$ cat src/rtl/id_hazard_scoreboard.sv
// id_hazard_scoreboard: ID-stage RAW/WAW scoreboard tracking long-latency int and FP writes,
// with same-cycle clear bypass and an outstanding-write limit.
module id_hazard_scoreboard #(
  parameter int reg_els_p = 32,
  parameter int reg_addr_width_p = 5,
  parameter int max_out_p = 15,
  localparam int cnt_w_lp = $clog2(max_out_p + 1)
) (
  input  logic                        clk_i,
  input  logic                        reset_n_i,
  input  logic                        id_v_i,
  input  logic [reg_addr_width_p-1:0] rs1_i,
  input  logic [reg_addr_width_p-1:0] rs2_i,
  input  logic [reg_addr_width_p-1:0] rs3_i,
  input  logic [reg_addr_width_p-1:0] rd_i,
  input  logic                        read_rs1_i,
  input  logic                        read_rs2_i,
  input  logic                        write_rd_i,
  input  logic                        read_frs1_i,
  input  logic                        read_frs2_i,
  input  logic                        read_frs3_i,
  input  logic                        write_frd_i,
  input  logic                        is_long_op_i,
  input  logic                        exe_ready_i,
  input  logic                        int_clr_v_i,
  input  logic [reg_addr_width_p-1:0] int_clr_id_i,
  input  logic                        fp_clr_v_i,
  input  logic [reg_addr_width_p-1:0] fp_clr_id_i,
  output logic                        issue_o,
  output logic                        stall_o,
  output logic [reg_els_p-1:0]        int_sb_o,
  output logic [reg_els_p-1:0]        fp_sb_o,
  output logic [cnt_w_lp-1:0]         out_cnt_o
);
  logic [reg_els_p-1:0] int_sb_q, int_sb_d, fp_sb_q, fp_sb_d;
  logic [reg_els_p-1:0] int_clr, fp_clr, int_live, fp_live, int_set, fp_set;
  logic [cnt_w_lp-1:0]  cnt_q, cnt_d;
  logic                 int_clr_eff, fp_clr_eff, hazard, full, issue, int_set_v, fp_set_v;
  logic [1:0]           inc, dec;

  always_comb begin
    int_clr = (int_clr_v_i && int_clr_id_i != '0) ? reg_els_p'(1) << int_clr_id_i : '0;
    fp_clr = fp_clr_v_i ? reg_els_p'(1) << fp_clr_id_i : '0;
    int_live = int_sb_q & ~int_clr;
    fp_live = fp_sb_q & ~fp_clr;
    int_clr_eff = |(int_sb_q & int_clr);
    fp_clr_eff = |(fp_sb_q & fp_clr);
    hazard = (read_rs1_i & int_live[rs1_i]) | (read_rs2_i & int_live[rs2_i]) |
             (write_rd_i & int_live[rd_i]) | (read_frs1_i & fp_live[rs1_i]) |
             (read_frs2_i & fp_live[rs2_i]) | (read_frs3_i & fp_live[rs3_i]) |
             (write_frd_i & fp_live[rd_i]);
    // only a clear that actually retires a write frees a slot, so the count cannot overflow
    full = (cnt_q == cnt_w_lp'(max_out_p)) & ~int_clr_eff & ~fp_clr_eff;
    issue = reset_n_i & id_v_i & exe_ready_i & ~hazard & ~(is_long_op_i & full);
    int_set_v = issue & is_long_op_i & write_rd_i & (rd_i != '0);
    fp_set_v = issue & is_long_op_i & write_frd_i;
    int_set = int_set_v ? reg_els_p'(1) << rd_i : '0;
    fp_set = fp_set_v ? reg_els_p'(1) << rd_i : '0;
    int_sb_d = int_live | int_set;
    fp_sb_d = fp_live | fp_set;
    inc = {1'b0, int_set_v} + {1'b0, fp_set_v};
    dec = {1'b0, int_clr_eff} + {1'b0, fp_clr_eff};
    cnt_d = cnt_q + cnt_w_lp'(inc) - cnt_w_lp'(dec);
  end

  always_ff @(posedge clk_i or negedge reset_n_i) begin
    if (!reset_n_i) begin
      int_sb_q <= '0;
      fp_sb_q <= '0;
      cnt_q <= '0;
    end else begin
      int_sb_q <= int_sb_d;
      fp_sb_q <= fp_sb_d;
      cnt_q <= cnt_d;
    end
  end

  assert property (@(posedge clk_i) disable iff (!reset_n_i)
    (int'(cnt_q) + int'(inc) >= int'(dec)) && (int'(cnt_q) + int'(inc) - int'(dec) <= max_out_p));

  assign issue_o = issue;
  assign stall_o = reset_n_i & id_v_i & ~issue;
  assign int_sb_o = int_sb_q;
  assign fp_sb_o = fp_sb_q;
  assign out_cnt_o = cnt_q;
endmodule

$ cat config.mk
export PLATFORM = sky130hd
export DESIGN_NAME = id_hazard_scoreboard
export DESIGN_NICKNAME = d
export VERILOG_FILES = /design/src/rtl/id_hazard_scoreboard.sv
export SDC_FILE = /design/constraint.sdc
export NUM_CORES = 1
export LEC_CHECK = 0
export CAP_MARGIN = 0
export CORE_AREA = 2 2 126 128
export CTS_CLUSTER_SIZE = 20
export DETAILED_ROUTE_END_ITERATION = 10
export DIE_AREA = 0 0 128 130
export PLACE_DENSITY = 0.77
export SYNTH_ARGS = -nofsm -noshare
export SYNTH_HDL_FRONTEND = slang
export SYNTH_SLANG_ARGS = --single-unit
$ cat constraint.sdc
create_clock -name clk_i -period 6 [get_ports clk_i]
set_input_delay 1.2 -clock clk_i [delete_from_list [all_inputs] [get_ports clk_i]]
set_output_delay 1.2 -clock clk_i [all_outputs]
set_load 0.1 [all_outputs]
# Word level (Yosys, flattened, before mapping)
# Index checks and enable logic that the tools add are counted.
op_classes:
  add_sub_neg: 4
  magnitude_cmp: 4
  eq_ne: 1
  shift: 3
  muxes: 18
  bitwise: 38
  n_reduce_logical: 5
ops:
  columns: ["op", "count"]
  rows:
  - ["AND 32 bit", 4]
  - ["2-to-1 mux 32 bit", 4]
  - ["<< shifter 1 x 5 -> 32 bit (first input constant)", 3]
  - ["inverter 32 bit", 2]
  - ["OR 32 bit", 2]
  - ["OR reduction 32 bit", 2]
  - ["binary-select mux 1 bit (select 5 bit)", 7]
  - ["< comparator 5 x 6 -> 1 bit (second input constant)", 4]
  - ["AND 1 bit", 19]
  - ["nonzero test 5 bit", 2]
  - ["2-to-1 mux 1 bit", 7]
  - ["OR 1 bit", 6]
  - ["inverter 1 bit", 5]
  - ["adder 1 x 1 -> 2 bit", 2]
  - ["adder 4 x 2 -> 4 bit", 1]
  - ["== test 4 bit (second input constant)", 1]
  - ["subtractor 4 x 2 -> 4 bit", 1]
  - ["logical AND 1 bit", 1]
word_totals:
  register_bits: 68
  input_bits: 44
  output_inout_bits: 70
  wordCells: 76

# Depth between registers and ports, before layout
depth:
  word_depth: 23
  ltp_mapped: 21
  depth_no_buf: 16

# Worst setup path after synthesis
# Ideal clock, no wire load.
synth_timing:
  kind: "input -> output"
  start: "input fp_clr_id_i[4]"
  end: "output issue_o"
  t_arrival_ns: 4.949
  t_required_ns: 4.800
  path_slack_ns: -0.149
  stages: 13
  n_path_buf: 5
  path_cell_list: "buf_6 -> or4b_1 -> buf_4 -> o21ai_4 -> mux4_2 -> nor2_1 -> nor4b_2 -> o2111ai_1 -> or4_1 -> clkbuf_1 -> buf_6 -> buf_6 -> nor2_1"
synth_via:
  elab_chain_len: 14
  elab_cells_between_ends: 29
  classes_between: "shift (1); mux (9); bitwise (18); reduce/logical (1)"
synth_rtl:
  columns: ["item", "line", "rtl"]
  rows:
  - ["from (decl)", "28", "input logic [reg_addr_width_p-1:0] fp_clr_id_i,"]
  - ["<< shifter 1 x 5 -> 32 bit (*)", "43", "fp_clr = fp_clr_v_i ? reg_els_p'(1) << fp_clr_id_i : '0;"]
  - ["2-to-1 mux 32 bit (*)", "43", null]
  - ["inverter 32 bit", "45", "fp_live = fp_sb_q & ~fp_clr;"]
  - ["AND 32 bit", "45", null]
  - ["binary-select mux 1 bit (select 5 bit)", "49", "(write_rd_i & int_live[rd_i]) | (read_frs1_i & fp_live[rs1_i]) |"]
  - ["2-to-1 mux 1 bit (implied by the code)", "49", null]
  - ["AND 1 bit", "49", null]
  - ["OR 1 bit (2 in series)", "49", null]
  - ["OR 1 bit (2 in series)", "50", "(read_frs2_i & fp_live[rs2_i]) | (read_frs3_i & fp_live[rs3_i]) |"]
  - ["inverter 1 bit", "54", "issue = reset_n_i & id_v_i & exe_ready_i & ~hazard & ~(is_long_op_i & full);"]
  - ["AND 1 bit", "54", null]
  - ["AND 1 bit (*)", "54", null]
  - ["to (decl)", "29", "output logic issue_o,"]
# Mark *: on every way between the ends. The rest lies on a longest branch, timed or not. The select of a mux whose other input is x is not followed.

# Worst setup path in the final report
layout_timing:
  start: "input int_clr_id_i[1]"
  end: "output stall_o"
layout_via:
  elab_chain_len: 19
  elab_cells_between_ends: 33
  classes_between: "shift (1); mux (7); bitwise (22); reduce/logical (3)"
layout_rtl:
  columns: ["item", "line", "rtl"]
  rows:
  - ["from (decl)", "26", "input logic [reg_addr_width_p-1:0] int_clr_id_i,"]
  - ["nonzero test 5 bit", "42", "int_clr = (int_clr_v_i && int_clr_id_i != '0) ? reg_els_p'(1) << int_clr_id_i : '0;"]
  - ["logical AND 1 bit", "42", null]
  - ["2-to-1 mux 32 bit (*)", "42", null]
  - ["inverter 32 bit", "44", "int_live = int_sb_q & ~int_clr;"]
  - ["AND 32 bit", "44", null]
  - ["binary-select mux 1 bit (select 5 bit)", "48", "hazard = (read_rs1_i & int_live[rs1_i]) | (read_rs2_i & int_live[rs2_i]) |"]
  - ["2-to-1 mux 1 bit (implied by the code)", "48", null]
  - ["AND 1 bit", "48", null]
  - ["OR 1 bit (2 in series)", "48", null]
  - ["OR 1 bit (2 in series)", "49", null]
  - ["OR 1 bit (2 in series)", "50", null]
  - ["inverter 1 bit", "54", null]
  - ["AND 1 bit", "54", null]
  - ["AND 1 bit (*)", "54", null]
  - ["inverter 1 bit (*)", "82", "assign stall_o = reset_n_i & id_v_i & ~issue;"]
  - ["AND 1 bit (*)", "82", null]
  - ["to (decl)", "30", "output logic stall_o,"]
# Marked as above.

==> flow_metrics.tcl <==
set metrics [dict create \
    synth_flop_cell "dfrtp_1" \
    post_cts_buffers 0 \
    hold_path_class "reg -> reg" \
    worstPathArrival_ps 4710 \
    fin_tns_setup_ps 0 \
    finalMaxSlewViolations 0 \
    stdcell_area_sq_um 9920 \
    wirelength_mm 33.8 \
    viasPerCell 6.83 \
    core-area_sq_um 15400 \
    power.switching_mw 0.719 \
    instances_no_fill 1254 \
    cts_tree "built" \
    async_flop_share_pct 100 \
    dp_slack_ps -306 \
    ant_nets 0 \
    grt.overflow.total 0 \
    syn_inst 777 \
    drtIter0Drc 1541 \
    p_comb_share_pct 40.7 \
    end_kind "output pin" \
    ioPinCount 114 \
    wl_per_cell_um 26.9 \
    rows 46 \
    postCtsHoldBufs 0 \
    max_cap_viol_count 0 \
    nets 1108 \
    critPathKind "in -> out" \
    yosys_warnings 0 \
    max_freq_mhz 169 \
    syn-cell-area_sq_um 6720 \
    first_pass_iters 7 \
    cts.sinks 68 \
    drc 0 \
    final-setup-viol-count 0 \
    pwr_density_cell_nw_per_um2 181 \
    vias 8559 \
    synth-seq-cells 68 \
    dpl_cell_area_sq_um 9510 \
    path_max_fanout 19 \
    critPathCapture "stall_o" \
    cts_root_buffer "clkbuf_16" \
    internal_power_mw 1.07 \
    start_kind "primary input" \
    start_util_pct 43.5 \
    swShare_pct 40.1 \
    numCtsBuffers 9 \
    grt_use_total_pct 40.1 \
    layout-drive-gt1-share_pct 30.4 \
    syn_avg_cell_area_sq_um 8.64 \
    clk_pin_slew_worst_paths_ps 50 \
    multi_input_area_sq_um 4590 \
    timing.rr.start "int_sb_o[25]" \
    utilization_pct 64.3 \
    synth_nets 827 \
    timing.final.ws_setup_ps 92.4 \
    ys_seq_area_share_pct 25.3 \
    status "completed" \
    worst_setup_path_startpoint "int_clr_id_i[1]" \
    dieArea_sq_um 16600 \
    ys_types 80 \
    rsz0062_at_grt "true" \
    r2r_slack_ps 1470 \
    placed_cells 1238 \
    antenna_found_initial 2 \
    p_leak_nw 4.04 \
    clock_latency_ps 360 \
    grt_max_degree 70 \
    synth_edf_count 0 \
    dp_hpwl_mm 25.5 \
    hold_violations 0 \
    htreeDepth 3 \
    relSlewSlack_pct 33.1 \
    register_area_sq_um 1700 \
    finalCritPeriodShare_pct 98.5 \
    grt_pass1_vias 7942 \
    tightest_slew_ps 1000 \
    grt_pass1_wl_mm 49.6 \
    numPortBuffers 113 \
    ir_drop_uv 406 \
    seq_power_share_pct 28.7 \
    r2r_cells 15 \
    required_ps 4800 \
    skew_ps 10.2 \
    area_growth_pct 47.7 \
    regToRegEndpoint "out_cnt_o[2]" \
    die_w_um 128 \
    clk_path_buf_depth 2 \
    chipHeight_um 130 \
    fillers 1386 \
    p_clk_share_pct 30.6 \
    gp_congestion 1.05 \
    period_minus_slack_ps 5910 \
]
[per-stage QoR]
step                total power, mW  hold slack [ps]
finish                         1.79              484
global route                   1.84              490
CTS                            1.76              475
detailed placement             1.21              461
global placement               1.21              452
floorplan                     0.936              904
[cell usage in the layout (no fill, tap or decap), drive strengths merged, types with 7 or more instances in the layout]
| master | instances |
|---|---|
| o21ai | 79 |
| dfrtp | 68 |
| nand4 | 12 |
| nand2b | 12 |
| nor4 | 7 |
| clkdlybuf4s50 | 109 |
| inv | 25 |
| mux4 | 12 |
| mux2 | 23 |
| a31oi | 8 |
| o211ai | 14 |
| buf | 236 |
| a221oi | 9 |
| clkbuf | 13 |
| nor2b | 20 |
| mux2i | 32 |
| o22ai | 8 |
| o2111ai | 9 |
| o41ai | 65 |
| a21oi | 19 |
| nor2 | 36 |
| nand3b | 7 |
| or2 | 9 |
| nand2 | 52 |
| nand3 | 30 |
| nand4b | 8 |
| nor3b | 7 |
| nor3 | 10 |
[worst max-delay path: stages]
cell and delay (ps):
clkdlybuf4s50_1 400, buf_4 180, or4b_1 550, buf_4 180
o311a_1 330, nor4_1 270, nor4_1 100, nor4b_1 310
or4b_4 540, buf_8 190, o211a_1 260, buf_12 170
[sequential cells by signal, summed over array words and instances, names as in the netlist]
register,flops
out_cnt_o,4
fp_sb_o,32
int_sb_o,32
[what timing repair did]
| item | CTS | global route |
|---|---|---|
| endpoints found under the hold margin | 0 | 0 |
| gates cloned | 0 | 1 |
| endpoints found under the setup margin | 2 | 4 |
| pin swaps | 0 | 1 |
| resized for setup | 9 | 14 |
[metal layers]
layer / global-route usage, % / share of wire (%)
met1: 57.9 / 41
met2: 57.3 / 42
met3: 12.4 / 14
met4: 12.1 / 3.3
met5: 0 / 0
[cell usage after synthesis, types with 5 or more instances]
| library cell | number | area, sq um |
|---|---|---|
| dfrtp_1 | 68 | 1700 |
| o21ai_0 | 58 | 290 |
| o41ai_1 | 55 | 482 |
| nand2_1 | 52 | 195 |
| clkbuf_1 | 42 | 158 |
| nor2_1 | 36 | 135 |
| mux2i_1 | 32 | 320 |
| nand3_1 | 30 | 150 |
| inv_1 | 25 | 93.8 |
| mux2_2 | 22 | 248 |
| nor2b_1 | 20 | 125 |
| a21oi_1 | 19 | 95.1 |
| o21ai_1 | 17 | 85.1 |
| buf_2 | 15 | 75.1 |
| o211ai_1 | 14 | 105 |
| mux4_2 | 12 | 270 |
| nand2b_1 | 12 | 75.1 |
| nand4_1 | 12 | 75.1 |
| nor3_1 | 10 | 50.1 |
| o41ai_2 | 10 | 163 |
| a221oi_1 | 9 | 78.8 |
| buf_1 | 9 | 33.8 |
| o2111ai_1 | 9 | 78.8 |
| a31oi_1 | 8 | 50.1 |
| buf_6 | 8 | 90.1 |
| nand4b_1 | 8 | 70.1 |
| o22ai_1 | 8 | 50.1 |
| nand3b_1 | 7 | 52.6 |
| nor3b_1 | 7 | 52.6 |
| nor4_1 | 7 | 43.8 |
| a21boi_0 | 6 | 45.0 |
| nand4bb_1 | 6 | 67.6 |
| nor4bb_1 | 6 | 60.1 |
| or2_2 | 6 | 37.5 |
| a2111oi_0 | 5 | 43.8 |
| or3_1 | 5 | 31.3 |
[layout make-up]
cell class,count,area share (%)
Multi-Input combinational cell,605,46.3
Timing Repair Buffer,347,30.1
Sequential cell,68,17.2
Clock buffer,12,2.59
Tap cell,192,2.42
Inverter,27,1.02
Clock inverter,2,0.353
Antenna cell,1,0.0252
[cells by family after synthesis]
| kind of cell | after synthesis | share of synthesized area (%) |
|---|---|---|
| AOI/OAI and AO/OA | 270 | 30.4 |
| and+or+nand+nor | 257 | 22.4 |
| buffers and inverters | 104 | 7.15 |
| DFF | 68 | 25.3 |
| muxes | 67 | 12.7 |
| adders and majority gates | 6 | 1.45 |
| xor gates and xnor gates | 5 | 0.652 |
[how the worst min path moves through the flow]
| stage | slack [ps] | end | from | cells after the start |
|---|---|---|---|---|
| after floorplan | 900 | fp_sb_o[0] | reset_n_i | 0 |
| after global placement | 450 | int_sb_o[0] | int_sb_o[0] | 0 |
| after detailed placement | 460 | int_sb_o[0] | int_sb_o[0] | 0 |
| after CTS | 470 | int_sb_o[0] | int_sb_o[0] | 0 |
| after global routing | 490 | int_sb_o[0] | int_sb_o[0] | 0 |
| final | 480 | int_sb_o[0] | int_sb_o[0] | 0 |
[power by group through the flow]
stage               clock [mW]  combinational, mW  sequential (mW)
floorplan                    0              0.243            0.693
global placement             0              0.684            0.523
detailed placement           0              0.690            0.521
CTS                      0.549              0.699            0.514
global route             0.566              0.760            0.517
finish                   0.548              0.731            0.515
Note: power is estimated with default switching activity, not from simulation.
==> variant (config.mk and constraints unchanged) <==
Set the parameter `reg_addr_width_p` to 6 (it was 5).
--- a/src/rtl/id_hazard_scoreboard.sv
+++ b/src/rtl/id_hazard_scoreboard.sv
@@ -4,3 +4,3 @@
   parameter int reg_els_p = 32,
-  parameter int reg_addr_width_p = 5,
+  parameter int reg_addr_width_p = 6,
   parameter int max_out_p = 15,
Interface: changed (6 resized); port bits go from 114 to 120. No check against the original RTL was run, so the function may have changed too.
==> variant against the unedited design <==
Sequential cell count stayed put; wire length is 10% higher; setup slack better by 0.022 ns; via count is 8.9% higher; largest power group unchanged; die area stayed put; first-iteration DRC count is 9.7% lower; largest cell class unchanged; clock power is 5.5% higher; power is 3.8% lower; highest routed layer unchanged; area after synthesis is 12% higher; design area is 0.48% higher.
==> variant: results (changes against the unedited design) <==
Clock network
  – Root Buffer: clkbuf_16
  – CTS max path bufs: 2 (unchanged)

Route
  – Top sig layer: met4
  – WL per Instance: 29.3 µm (+8.7%)
  – WL met1: 14.7 mm (+5.7%)
  – DR WL met3: 4.97 mm (+5.2%)
  – Starting DRC count in detailed routing: 1,391 (-9.7%)

Final layout
  – Layout cell share with drive strength beyond 1: 0.216 (-0.0883)
  – Finished Layout Cells: 1,270 (+1.3%)
  – Final nets: 1,129 (+1.9%)

Yosys
  – Post-Syn Nets: 955 (+15%)
  – Sequential fraction of the synthesis area: 0.226 (-0.0272)
  – Commonest cells post-synth: 69 x nand2_1, 68 x dfrtp_1, 60 x o31ai_1, 53 x nor2_1, 46 x clkbuf_1
  – Synth Area in XOR/XNOR: 0.0163 (+0.00978)
  – Post-synthesis compound-gate area fraction: 0.343 (+0.0393)
  – Area share of fa/ha/maj cells after synthesis: 0.0130 (-0.00156)
  – Largest cells by area after synthesis: dfrtp_1 23%, o41ai_2 8.2%, o31ai_1 6.0%

Power and ir drop
  – Clk. pwr: 0.578 mW (+5.5%)
  – Maximum vdd drop: 0.371 mV (-8.6%)
  – Pleak: 3.77 nW (-6.7%)
  – Cell Int Power: 1.01 mW (-5.7%)
  – Register share of total power: 0.291 (+0.004)
  – Net switching power: 0.713 mW (-0.92%)

Global route
  – Met1 Use GR: 0.610 (+0.0306)
  – Vias in the first global route: 8,589 (+8.1%)
  – GRT Resource Usage Total: 0.442 (+0.0406)
  – Largest net degree at the start of global routing: 69 (-1.4%)
  – GR Util met3: 0.117 (-0.00697)
  – Initial antenna violation count: 0 (-2)
  – First-pass GRT wire length: 54.7 mm (+10%)

Place
  – Instance area at placement: 9640 µm² (+1.4%)
  – DPL Wire Length: 28.3 mm (+11%)
  – Worst slack, placed: 0.0508 ns (+0.357 ns)
  – Number of port buffers: 116 (+2.7%)
  – GPL Wtd Cong: 1.04 (-1.0%)

Setup path
  – Arr. time, crit path: 4.69 ns (-0.02 ns)
  – Critical Path Start: fp_clr_v_i
  – Max incr delay on CP: 0.52 ns (-0.03 ns)
  – Critical path's slowest cell: clkdlybuf4s50_1
  – FF-to-FF path depth: 17 (+2)
  – CP delay by family, top: buffers and inverters
  – Worst reg2reg path startpoint: fp_sb_o[17]
  – Critical Path Fanout Max: 23 (+4)

Timing
  – Hold WS: 0.580 ns (+0.0963 ns)
  – Fmax: 170 MHz (+0.37%)
  – Skew final: 0.0108 ns (+0.000615 ns)
  – Slew Limit Headroom: 0.337 (+0.00566)

Run status
  – Status: finished, final reports clean

Worst hold path
  – Hold Path Depth: 2 (+2)
[variant: cell types whose count changed in the layout (fill, tap and decap cells not counted), sizes merged, moves of 18 or more]
| cell | before | now |
|---|---|---|
| nor3 | 10 | 32 |
| buf | 236 | 141 |
| o21ai | 79 | 48 |
| nand2 | 52 | 70 |
| o31ai | 2 | 65 |
| o41ai | 65 | 42 |
[variant: repair_timing]
item,4_1_cts,5_1_grt
endpoints found under the setup margin,0,2
buffers inserted,0,0
resized for setup,0,4
[variant: metrics by stage]
step | setup TNS [ns] | util
floorplan | 0 | -
global placement | -0.00436 | 0.625
detailed placement | 0 | 0.625
CTS | 0 | 0.645
global route | 0 | 0.646
finish | 0 | 0.646
[variant: cell type report]
type,count,area (µm²)
Fill cell,1343,5460
Multi-Input combinational cell,712,5290
Timing Repair Buffer,254,2310
Sequential cell,68,1700
Tap cell,192,240
Clock buffer,10,239
Inverter,28,105
Clock inverter,6,71.3
